### src/rtl/gpu_pixel_arbiter.sv
// Round-robin arbiter sharing the framebuffer pixel-write port between the
// line, fill and arc rasterizer engines, with a saturating written-pixel count.
module gpu_pixel_arbiter #(
  parameter int X_BITS   = 10,
  parameter int Y_BITS   = 9,
  parameter int CNT_BITS = 16
) (
  input  logic                  clk,
  input  logic                  n_rst,
  input  logic [2:0]            req_i,
  input  logic [3*X_BITS-1:0]   x_i,
  input  logic [3*Y_BITS-1:0]   y_i,
  input  logic                  clr_cnt_i,
  input  logic                  mem_ready_i,
  output logic [2:0]            ack_o,
  output logic                  mem_wr_o,
  output logic [X_BITS-1:0]     mem_x_o,
  output logic [Y_BITS-1:0]     mem_y_o,
  output logic [1:0]            grant_o,
  output logic                  busy_o,
  output logic [CNT_BITS-1:0]   pix_cnt_o
);

  typedef enum logic {
    IDLE  = 1'b0,
    WRITE = 1'b1
  } state_t;

  localparam logic [1:0]          NO_GRANT = 2'd3;
  localparam logic [CNT_BITS-1:0] CNT_MAX  = '1;

  state_t              state, state_nxt;
  logic [1:0]          rr_ptr, rr_ptr_nxt;
  logic [1:0]          grant_nxt;
  logic                mem_wr_nxt;
  logic [X_BITS-1:0]   x_nxt, win_x;
  logic [Y_BITS-1:0]   y_nxt, win_y;
  logic [2:0]          grant_mask, elig;
  logic [1:0]          search_base, cand0, cand1, cand2;
  logic                win_valid;
  logic [1:0]          win_idx;
  logic                done;

  function automatic logic [1:0] next_idx(input logic [1:0] v);
    next_idx = (v >= 2'd2) ? 2'd0 : v + 2'd1;
  endfunction

  function automatic logic bit_of(input logic [2:0] v, input logic [1:0] i);
    case (i)
      2'd0:    bit_of = v[0];
      2'd1:    bit_of = v[1];
      2'd2:    bit_of = v[2];
      default: bit_of = 1'b0;
    endcase
  endfunction

  // The engine currently being written still holds its request, so it is
  // masked out; during WRITE the search starts just past it.
  always_comb begin
    case (grant_o)
      2'd0:    grant_mask = 3'b001;
      2'd1:    grant_mask = 3'b010;
      2'd2:    grant_mask = 3'b100;
      default: grant_mask = 3'b000;
    endcase
    elig        = req_i & ~grant_mask;
    search_base = (state == WRITE) ? next_idx(grant_o) : rr_ptr;
    cand0       = search_base;
    cand1       = next_idx(cand0);
    cand2       = next_idx(cand1);
  end

  always_comb begin
    win_valid = 1'b1;
    win_idx   = cand0;
    if (bit_of(elig, cand0))      win_idx = cand0;
    else if (bit_of(elig, cand1)) win_idx = cand1;
    else if (bit_of(elig, cand2)) win_idx = cand2;
    else                          win_valid = 1'b0;
  end

  always_comb begin
    case (win_idx)
      2'd0: begin
        win_x = x_i[0 +: X_BITS];
        win_y = y_i[0 +: Y_BITS];
      end
      2'd1: begin
        win_x = x_i[X_BITS +: X_BITS];
        win_y = y_i[Y_BITS +: Y_BITS];
      end
      default: begin
        win_x = x_i[2*X_BITS +: X_BITS];
        win_y = y_i[2*Y_BITS +: Y_BITS];
      end
    endcase
  end

  assign done   = (state == WRITE) && mem_ready_i;
  assign ack_o  = done ? grant_mask : 3'b000;
  assign busy_o = (state == WRITE);

  // A completed write reloads straight from the next winner so a stream of
  // requests sees no idle cycle between pixels.
  always_comb begin
    state_nxt  = state;
    rr_ptr_nxt = rr_ptr;
    grant_nxt  = grant_o;
    mem_wr_nxt = mem_wr_o;
    x_nxt      = mem_x_o;
    y_nxt      = mem_y_o;
    case (state)
      IDLE: begin
        if (win_valid) begin
          state_nxt  = WRITE;
          grant_nxt  = win_idx;
          mem_wr_nxt = 1'b1;
          x_nxt      = win_x;
          y_nxt      = win_y;
        end
      end
      WRITE: begin
        if (mem_ready_i) begin
          rr_ptr_nxt = next_idx(grant_o);
          if (win_valid) begin
            grant_nxt  = win_idx;
            mem_wr_nxt = 1'b1;
            x_nxt      = win_x;
            y_nxt      = win_y;
          end else begin
            state_nxt  = IDLE;
            grant_nxt  = NO_GRANT;
            mem_wr_nxt = 1'b0;
          end
        end
      end
    endcase
  end

  always_ff @(posedge clk or negedge n_rst) begin
    if (!n_rst) begin
      state    <= IDLE;
      rr_ptr   <= 2'd0;
      grant_o  <= NO_GRANT;
      mem_wr_o <= 1'b0;
      mem_x_o  <= '0;
      mem_y_o  <= '0;
    end else begin
      state    <= state_nxt;
      rr_ptr   <= rr_ptr_nxt;
      grant_o  <= grant_nxt;
      mem_wr_o <= mem_wr_nxt;
      mem_x_o  <= x_nxt;
      mem_y_o  <= y_nxt;
    end
  end

  // Clear wins over a simultaneous completed write; the count never wraps.
  always_ff @(posedge clk or negedge n_rst) begin
    if (!n_rst) begin
      pix_cnt_o <= '0;
    end else if (clr_cnt_i) begin
      pix_cnt_o <= '0;
    end else if (done && (pix_cnt_o != CNT_MAX)) begin
      pix_cnt_o <= pix_cnt_o + CNT_BITS'(1);
    end
  end

endmodule
### config.mk
export PLATFORM = sky130hd
export DESIGN_NAME = gpu_pixel_arbiter
export DESIGN_NICKNAME = d
export VERILOG_FILES = /design/src/rtl/gpu_pixel_arbiter.sv
export SDC_FILE = /design/constraint.sdc
export NUM_CORES = 1
export LEC_CHECK = 0
export ABC_AREA = 1
export BUFFER_PORTS_ARGS = -buffer_cell sky130_fd_sc_hd__buf_2
export CELL_PAD_IN_SITES_DETAIL_PLACEMENT = 1
export CELL_PAD_IN_SITES_GLOBAL_PLACEMENT = 2
export CORE_UTILIZATION = 23
export DETAILED_ROUTE_END_ITERATION = 10
export PLACE_DENSITY = 0.73
export SYNTH_ARGS = -nofsm -noshare
export SYNTH_HDL_FRONTEND = slang
export SYNTH_SLANG_ARGS = --single-unit
### constraint.sdc
create_clock -name clk -period 2 [get_ports clk]
set_input_delay 0.1 -clock clk [delete_from_list [all_inputs] [get_ports clk]]
set_output_delay 0.1 -clock clk [all_outputs]
set_load 0.01 [all_outputs]
## Yosys cells after proc, flatten, opt, wreduce, memory -nomap -nowiden

Cells that the tools add are included.
W data, S select, Z words.

- Equal/unequal tests: 12
- Reduce and logical (&&, ||, !) cells: 10
- Add/subtract/negate cells: 4
- Muxes and demuxes: 38
- Bitwise gates (word level): 3
- Order comparisons: 3

Operators by type and width:

| kind | count |
|---|---|
| $pmux W10 S2 | 2 |
| $pmux W9 S2 | 2 |
| $mux W16 | 2 |
| $mux W10 | 2 |
| $mux W2 | 10 |
| $mux W9 | 2 |
| $add A16 B1 Y16 const B | 1 |
| $ne A16 B16 Y1 const B | 1 |
| $eq A2 B1 Y1 const B | 5 |
| $logic_not A2 Y1 | 5 |
| $mux W1 | 10 |
| $pmux W1 S3 | 3 |
| $pmux W3 S3 | 1 |
| $eq A2 B2 Y1 const B | 4 |
| $add A2 B1 Y2 const B | 3 |
| $ge A2 B2 Y1 const B | 3 |
| $ne A2 B2 Y1 const B | 2 |
| $pmux W1 S2 | 2 |
| $pmux W2 S2 | 1 |
| $reduce_and A2 Y1 | 2 |
| $and A3 B3 Y3 | 1 |
| $mux W3 | 1 |
| $not A3 Y3 | 1 |
| $logic_and A1 B1 Y1 | 2 |
| 2 further kinds | 2 |

- Register bits: 41
- Output and inout port bits: 42
- Input bits: 64
- Word-level logic and storage cells: 77

## Logic depth before layout (Yosys ltp)

Gate-level depths: netlist of the first run.

- Depth in word-level cells: 19
- Depth in mapped cells: 18
- Mapped depth without buffers: 16

## Least setup slack after synthesis of the first run

Ideal clock, no wire load.

- Path type: register -> register
- Start: register grant_o[0]
- End: register mem_y_o[8]
- Clock period less this slack: 2.040 ns
- Required time: 1.883 ns
- Path buffers: 2
- Setup slack: -0.040 ns
- Library setup time: 0.117 ns
- Arrival: 1.923 ns
- Stages on the path, launching flop included: 16
- Cells stage by stage: dfstp_2 > nand3_1 > nand2_2 > inv_2 > nand3_1 > nand3_1 > nor2_2 > nor2_1 > nand3_1 > nand2_2 > buf_6 > buf_12 > nand3_2 > nand2_1 > nor2_1 > nor2_1

- Longest elaborated chain between the ends: 19
- Elaborated cells between the ends (all ways): 43
- Those cells by class: add/sub (3); order compare (3); eq/ne (9); mux (21); bitwise (2); reduce/logical (5)

Ends and longest elaborated chain:

| item | line | RTL |
|---|---|---|
| start: declaration | 19 | `output logic [1:0] grant_o,` |
| start signal: assignment | 151 | `grant_o <= grant_nxt;` |
| $add A2 B1 Y2 or $ge A2 B2 Y1 (tied branches) | 45 | `next_idx = (v >= 2'd2) ? 2'd0 : v + 2'd1;` |
| $mux W2 | 45 |  |
| $mux W2 | 67 | `search_base = (state == WRITE) ? next_idx(grant_o) : rr_ptr;` |
| $add A2 B1 Y2 or $ge A2 B2 Y1 (tied branches) | 45 |  |
| $mux W2 | 45 |  |
| $add A2 B1 Y2 or $ge A2 B2 Y1 (tied branches) | 45 |  |
| $mux W2 | 45 |  |
| $eq A2 B2 Y1, or another cell as far along | 49 | `case (i)` |
| [3 not listed] | n/a |  |
| $mux W2 | 78 | `else if (bit_of(elig, cand2)) win_idx = cand2;` |
| $mux W2 | 77 | `else if (bit_of(elig, cand1)) win_idx = cand1;` |
| $mux W2 | 76 | `if (bit_of(elig, cand0)) win_idx = cand0;` |
| $eq A2 B1 Y1 or $logic_not A2 Y1 (tied branches) | 83 | `case (win_idx)` |
| $pmux W9 S2 | 83 |  |
| $mux W9 * | 114, 125 |  |
| $mux W9 | 123 | `if (mem_ready_i) begin` |
| $pmux W9 S2 * | 112 | `case (state)` |
| end signal: assignment | 154 | `mem_y_o <= y_nxt;` |
| end: declaration | 18 | `output logic [Y_BITS-1:0] mem_y_o,` |

Every way passes the cells marked *; elsewhere a longest branch is shown, timed or not. The select of a mux whose other input is x is not followed.
A chain may end at the register's enable or synchronous reset.

## Worst setup path after layout of the first run

- Start: register grant_o[0]
- End: register mem_x_o[6]

- Longest elaborated chain between the ends: 19
- Elaborated cells between the ends (all ways): 43
- Those cells by class: add/sub (3); order compare (3); eq/ne (9); mux (21); bitwise (2); reduce/logical (5)

Ends and longest elaborated chain:

| item | line | RTL |
|---|---|---|
| $add A2 B1 Y2 or $ge A2 B2 Y1 (tied branches) | 45 |  |
| $mux W2 | 45 |  |
| $mux W2 | 67 |  |
| $add A2 B1 Y2 or $ge A2 B2 Y1 (tied branches) | 45 |  |
| $mux W2 | 45 |  |
| $add A2 B1 Y2 or $ge A2 B2 Y1 (tied branches) | 45 |  |
| $mux W2 | 45 |  |
| $eq A2 B2 Y1, or another cell as far along | 49 |  |
| [3 not listed] | n/a |  |
| $mux W2 | 78 |  |
| $mux W2 | 77 |  |
| $mux W2 | 76 |  |
| $eq A2 B1 Y1 or $logic_not A2 Y1 (tied branches) | 83 |  |
| $pmux W10 S2 | 83 |  |
| $mux W10 * | 114, 125 |  |
| $mux W10 | 123 |  |
| $pmux W10 S2 * | 112 |  |
| end signal: assignment | 153 | `mem_x_o <= x_nxt;` |
| end: declaration | 17 | `output logic [X_BITS-1:0] mem_x_o,` |

Marks and branches as above.

==> results of run 1 <==
==> layout make-up <==
class	count	share of cell area, %
repair buffers	162	26.1
clock inverters	1	0.181
inverters	35	3.35
flip-flops and latches	41	24.8
clock buffers	7	3.44
well taps	140	4.23
multi-input cells	291	37.8
==> registers in the layout, summed over array words and instances, names as in the netlist <==
name / count
grant_o: 2
rr_ptr: 2
mem_x_o: 10
pix_cnt_o: 16
mem_y_o: 9
busy_o: 1
mem_wr_o: 1
==> per-stage QoR <==
stage / total power [mW] / hold WS [ns]
floorplan: 4.48 / -0.196
global placement: 5.76 / 0.154
detailed placement: 5.82 / 0.139
CTS: 6.77 / 0.138
global route: 8.63 / 0.151
finish: 7.90 / 0.134
==> power by group through the flow <==
stage                     combinational, mW  clock (mW)  sequential (mW)
after floorplan                        3.07           0             1.41
after global placement                 4.45           0             1.31
after detailed placement               4.50           0             1.32
after CTS                              4.60       0.863             1.31
after global routing                   6.38       0.904             1.35
final                                  5.77       0.837             1.30
==> cell families after synthesis <==
family          Yosys count
flops                    41
buf+inv                  52
simple gates            262
compound gates           28
fa+ha+maj                 1
==> worst min-delay path: stages <==
cell     delay, ns
buf_2         0.11
inv_1         0.08
o21ai_0       0.09
==> cell usage in the layout (no fill, tap or decap), drive strengths merged <==
cell type,netlist,routed
clkbuf,1,11
nand4,2,2
o22ai,1,1
inv,35,35
a21oi,11,11
dlygate4sd3,0,2
o21ai,13,13
nand3,71,71
nand2,96,96
o221a,1,1
dfstp,2,2
nor4,1,1
ha,1,1
nor2,83,83
nor3,7,7
buf,16,156
dfrtp,39,39
clkinvlp,0,1
a31oi,1,1
o21a,1,1
nand3b,1,1
or2,1,1
==> worst paths after layout <==
check | from | end | slack [ns] | cells past startpoint
max | grant_o[0] | mem_x_o[6] | -0.20 | 16
min | mem_ready_i | rr_ptr[0] | 0.13 | 3
max reg2reg | grant_o[0] | mem_x_o[6] | -0.20 | 16
min reg2reg | mem_x_o[6] | mem_x_o[6] | 0.50 | 2
max in group asynchronous | n_rst | mem_x_o[1] | 1.05 | 3
min in group asynchronous | n_rst | pix_cnt_o[0] | 0.36 | 2
==> layer usage <==
layer | GRT usage (%) | share of wire (%) | up-vias
met4 | 2.38 | 0.44 | 0
met5 | 0 | 0 | -
met2 | 27.3 | 50 | 72
met3 | 4.62 | 6.1 | 4
li1 | - | - | 1535
met1 | 18.8 | 44 | 1435
==> what timing repair did <==
action,CTS,global route
hold endpoints to repair,22,0
cloned,0,5
pin swaps,3,33
gates resized for setup,9,54
buffers inserted,1,8
hold buffers,2,0
setup endpoints to repair,27,33
==> reports/qor.txt, run 1 <==
Status -> complete, but fails checks
Violated checks -> negative setup slack
Filler cell count -> 1418
WS Path Type -> flop to flop
Number of CTS-inserted buffers -> 5
Post-synth EDFFs -> 0
Routed Antenna Nets -> 0
Syn_area_per_cell -> 6.91 um2
Design area -> 4150 um2
Critical-path cell list -> nand3_2 > nand2_4 > inv_4 > nand3_2 > nand2_4 > nor2_8 > nand2_4 > nand2_4 > inv_2 > nand2_4 > nand2_8 > clkbuf_16 > nand3_2 > nand2_1 > nor2_1 > nor2_1
Worst EP required -> 2.17 ns
Final setup skew -> 0.00784 ns
GRT Overall Usage -> 15.5%
HPWL Detailed -> 7170 um
Fmax -> 455 MHz
Asr flop ratio synth -> 100%
Predominant post-synthesis flop cell -> dfrtp_1
Post-synthesis sequential area ratio -> 38.7%
Die width -> 109 um
Sequential Power Share -> 16.5%
DR WL/cell -> 13.7 um
Utilization after layout -> 37.6%
Layout Cells excl Fill -> 677
Top-count cell post-synth -> nand2_1
I/O pin count -> 106
Root buffer cell -> clkbuf_16
Sw Ratio -> 46.1%
Logic pwr share -> 73.0%
Mux contribution to synthesized area -> 0%
Detailed Route WL -> 9290 um
Largest area contributor in the netlist -> dfrtp_1
Max_cap viols -> 0
FP Rows -> 38
Buffers & Inverters on Critical Path -> 3
Vias per Instance -> 4.50
CTS tree -> built
Worst-path maximum fanout -> 7
First-pass GRT wire length -> 14600 um
H-tree levels -> 2
RSZ-0062 raised after global routing -> yes
Crit start category -> flop
Placed insts -> 653
CORE AREA -> 11000 um2
Max stage delay on crit path -> 0.60 ns
Synth Area in Adders -> 0.471%
Top cells by area, synth -> dfrtp_1 37%, nand2_1 12%, nand3_1 11%
Most used cell, CP -> nand2_4
Area occupied by multi-input gates -> 1570 um2
Library cells used by synthesis -> 30
Synth Area in Compound Gates -> 5.70%
Synth top area share -> 36.8%
CTS Sinks -> 41
Layout area overhead -> 56.1%
Drt drc -> 0
Post-Place Setup Slack -> -0.170 ns
Synth Cell Area -> 2660 um2
Area after DPL -> 3570 um2
Fin crit share -> 110%
Antenna violations before repair -> 1
Final TNS setup -> -3.24 ns
FF+latch count, synth -> 41
Vias in the first global route -> 3132
Gr ovfl total -> 0
Max-slew violation count -> 0
Detailed Routing Iterations Pass 1 -> 4
Die Y -> 109 um
Max-slew headroom -> 59.2%
Xor/xnor share of the synthesized area -> 0%
1st-iter DRT viols -> 65
GP Congestion -> 0.803
Crit path DAT -> 2.37 ns
Main combinational cell family by area after synthesis -> simple AND/OR/NAND/NOR gates
Die area -> 12000 um2
Vias -> 3046
Largest net degree at the start of global routing -> 26
Share of cells above drive strength 1 -> 45.1%
CP delay by family, top -> simple AND/OR/NAND/NOR gates
Clock share of power -> 10.6%
Max clock buf depth -> 2
Nets -> 601
Simple-Gate Fraction of Synth Area -> 45.1%
Synth top cells by count -> 87 x nand2_1, 80 x nor2_1, 60 x nand3_1
Peak supply drop -> 1060 uV
Clock transition at path regs -> 0.06 ns
# port buffers -> 105
Post-synthesis instance total -> 384
ANT cells -> 0
Synthesized Nets -> 449
Clk Latency, worst-skew pair -> 0.28 ns
Final Hold Violating Endpoints -> 0
Switch Pwr -> 3.65 mW
Leakage power -> 2.11 nW
Min-delay worst type -> primary input to flop
Setup ws final -> -0.199 ns
Synth warn -> 0
Internal power -> 4.26 mW
Initial Utilization -> 24.1%
Worst-Margin Slew -> 0.612 ns
FF/Latch Area -> 1030 um2
Final min period -> 2.20 ns
Pwr per Cell Area -> 1910 nW/um2
CP Capture Type -> flop
Setup violators final -> 20
Slowest-stage cell, CP -> dfstp_2
Power figures use the tool's default switching activity.
==> inputs of run 2 (changes only) <==
--- a/config.mk
+++ b/config.mk
@@ -10,7 +10,7 @@
 export CELL_PAD_IN_SITES_DETAIL_PLACEMENT = 1
 export CELL_PAD_IN_SITES_GLOBAL_PLACEMENT = 2
-export CORE_UTILIZATION = 23
+export CORE_UTILIZATION = 25
 export DETAILED_ROUTE_END_ITERATION = 10
-export PLACE_DENSITY = 0.73
+export PLACE_DENSITY = 0.75
 export SYNTH_ARGS = -nofsm -noshare
 export SYNTH_HDL_FRONTEND = slang
==> constraint.sdc (replaced) <==
create_clock -name clk -period 2.1 [get_ports clk]
set_input_delay 0.315 -clock clk [delete_from_list [all_inputs] [get_ports clk]]
set_output_delay 0.315 -clock clk [all_outputs]
set_load 0.01 [all_outputs]
==> run 2 against run 1 <==
The flow still finishes with violations (negative setup slack). Setup slack better by 0.052 ns. Cell count down 3.0%. First-iteration DRC count up 29%.
==> reports/qor.txt, run 2 (synthesis results as in run 1) <==
Routed Antenna Nets -> 0
CTS Sinks -> 41
Total power -> 7.18 mW
Internal power -> 3.70 mW
Top flop regs -> pix_cnt_o: 16 flops, mem_x_o: 10 flops, mem_y_o: 9 flops
Flop2flop setup slack -> -0.15 ns
Critical-path cell list -> inv_4 > nand3_2 > nand2_4 > nor2_4 > nand2_2 > inv_2 > nor2_1 > nand2_1 > nand3_2 > nand2_4 > nand2_8 > clkbuf_16 > nand3_1 > nand2_1 > nor2_1 > nor2_1
Pwr per Cell Area -> 1820 nW/um2
Commonest non-fill, non-tap cell in the layout -> buf_2
Vias in the first global route -> 3030
ANT cells -> 0
First-pass GRT wire length -> 14800 um
Most used cell, CP -> nor2_1
Die area -> 11000 um2
CP delay by family, top -> simple AND/OR/NAND/NOR gates
Layout area overhead -> 48.6%
Fin crit share -> 107%
Final min period -> 2.25 ns
Largest net degree at the start of global routing -> 28
Vias per Instance -> 4.57
Post-CTS Hold Buffers -> 0
Sw Ratio -> 48.4%
Fmax -> 445 MHz
Die Y -> 105 um
Switch Pwr -> 3.47 mW
CP Capture Type -> flop
Detailed Routing Iterations Pass 1 -> 4
Number of flip-flops in the largest register -> 16
WS Path Type -> flop to flop
Clock transition at path regs -> 0.09 ns
Final setup skew -> 0.00990 ns
Min-delay worst type -> primary input to asynchronous set/reset pin
Setup violators final -> 20
Clk Latency, worst-skew pair -> 0.29 ns
Layout Cells excl Fill -> 657
H-tree levels -> 2
Status -> complete, but fails checks
Die width -> 105 um
Number of CTS-inserted buffers -> 5
Worst reg2reg path depth -> 16
Vias -> 3003
Slowest-stage cell, CP -> dfstp_2
Setup ws final -> -0.146 ns
Max-slew violation count -> 0
Hold slack -> 0.0372 ns
Sequential Power Share -> 17.3%
Worst EP required -> 2.28 ns
Share of cells above drive strength 1 -> 42.2%
Most flops, register -> pix_cnt_o
Post-Place Setup Slack -> -0.0918 ns
Detailed Route WL -> 9320 um
Crit start category -> flop
GP Congestion -> 0.806
Placed insts -> 631
Worst-Margin Slew -> 0.647 ns
HPWL Detailed -> 6580 um
Peak supply drop -> 850 uV
Clock share of power -> 7.3%
Drt drc -> 0
Logic pwr share -> 75.4%
I/O pin count -> 106
RSZ-0062 raised after global routing -> yes
Max stage delay on crit path -> 0.60 ns
# port buffers -> 105
Nets -> 585
CTS tree -> built
Worst R2R End -> mem_x_o[5]
1st-iter DRT viols -> 84
Initial Utilization -> 25.7%
Critical R2R Launch -> grant_o[1]
Root buffer cell -> clkbuf_8
Final Hold Violating Endpoints -> 0
Gr ovfl total -> 0
FP Rows -> 37
Max_cap viols -> 0
GRT Overall Usage -> 16.7%
Max-slew headroom -> 56.9%
Violated checks -> negative setup slack
Most frequent cells in the layout -> 105 x buf_2, 77 x nand2_1, 74 x nor2_1, 51 x nand3_1, 38 x dfrtp_1
Crit path DAT -> 2.43 ns
Max clock buf depth -> 2
Leakage power -> 2.04 nW
DR WL/cell -> 14.2 um
Buffers & Inverters on Critical Path -> 3
CORE AREA -> 10300 um2
Antenna violations before repair -> 0
Worst-path maximum fanout -> 6
==> run 2: cell count changes in the layout (fill, tap and decap cells not counted), sizes merged <==
cell / before / now
buf: 156 / 143
clkbuf: 11 / 9
clkinv: 0 / 2
clkinvlp: 1 / 0
dlygate4sd3: 2 / 0
==> run 2: final cells by class <==
cell class                      instances  area, um2
Inverter                               35        134
Fill cell                            1344       6380
Timing Repair Buffer                  146        970
Clock buffer                            6       72.6
Clock inverter                          2       10.0
Tap cell                              136        170
Sequential cell                        41       1030
Multi-Input combinational cell        291       1560
==> run 2: how the worst max path moves through the flow <==
stage                     depth (start not counted)          to       start  slack, ns
after floorplan                                  15  mem_y_o[8]  grant_o[0]       0.06
after global placement                           16  mem_x_o[4]  grant_o[1]      -0.03
after detailed placement                         16  mem_x_o[4]  grant_o[1]      -0.09
after CTS                                        16  mem_x_o[8]  grant_o[0]      -0.05
after global routing                             16  mem_y_o[7]  grant_o[1]      -0.27
final                                            16  mem_x_o[5]  grant_o[1]      -0.15
==> run 2: through the flow <==
stage / utilization [%] / instance area, um2 / TNS, ns
4_1_cts: 35.7 / 3680 / -0.627
3_5_place_dp: 33.2 / 3430 / -1.08
6_report: 38.2 / 3950 / -1.78
3_3_place_gp: 33.2 / 3430 / -0.114
5_1_grt: 38.2 / 3950 / -4.81
2_1_floorplan: - / 2660 / 0
==> run 2: power by group through the flow <==
stage,combinational [mW],clock [mW],sequential (mW)
2_1_floorplan,2.89,0,1.34
3_3_place_gp,4.00,0,1.24
3_5_place_dp,4.09,0,1.24
4_1_cts,4.66,0.557,1.23
5_1_grt,5.94,0.577,1.28
6_report,5.41,0.521,1.24
==> run 2: metal layers <==
layer	share of wire (%)	global-route usage, %	wire length (um)	vias to the layer above
met4	0.64	4.23	60	0
met2	52	29.2	4860	57
met3	3.1	2.81	289	5
met5	0	0	0	-
met1	44	21.2	4120	1441
li1	-	-	-	1500
==> run 2: repair_timing <==
item,4_1_cts,5_1_grt
setup buffers,9,5
gates cloned,1,3
gates resized for setup,21,39
endpoints found under the setup margin,21,29
pin swaps,9,21
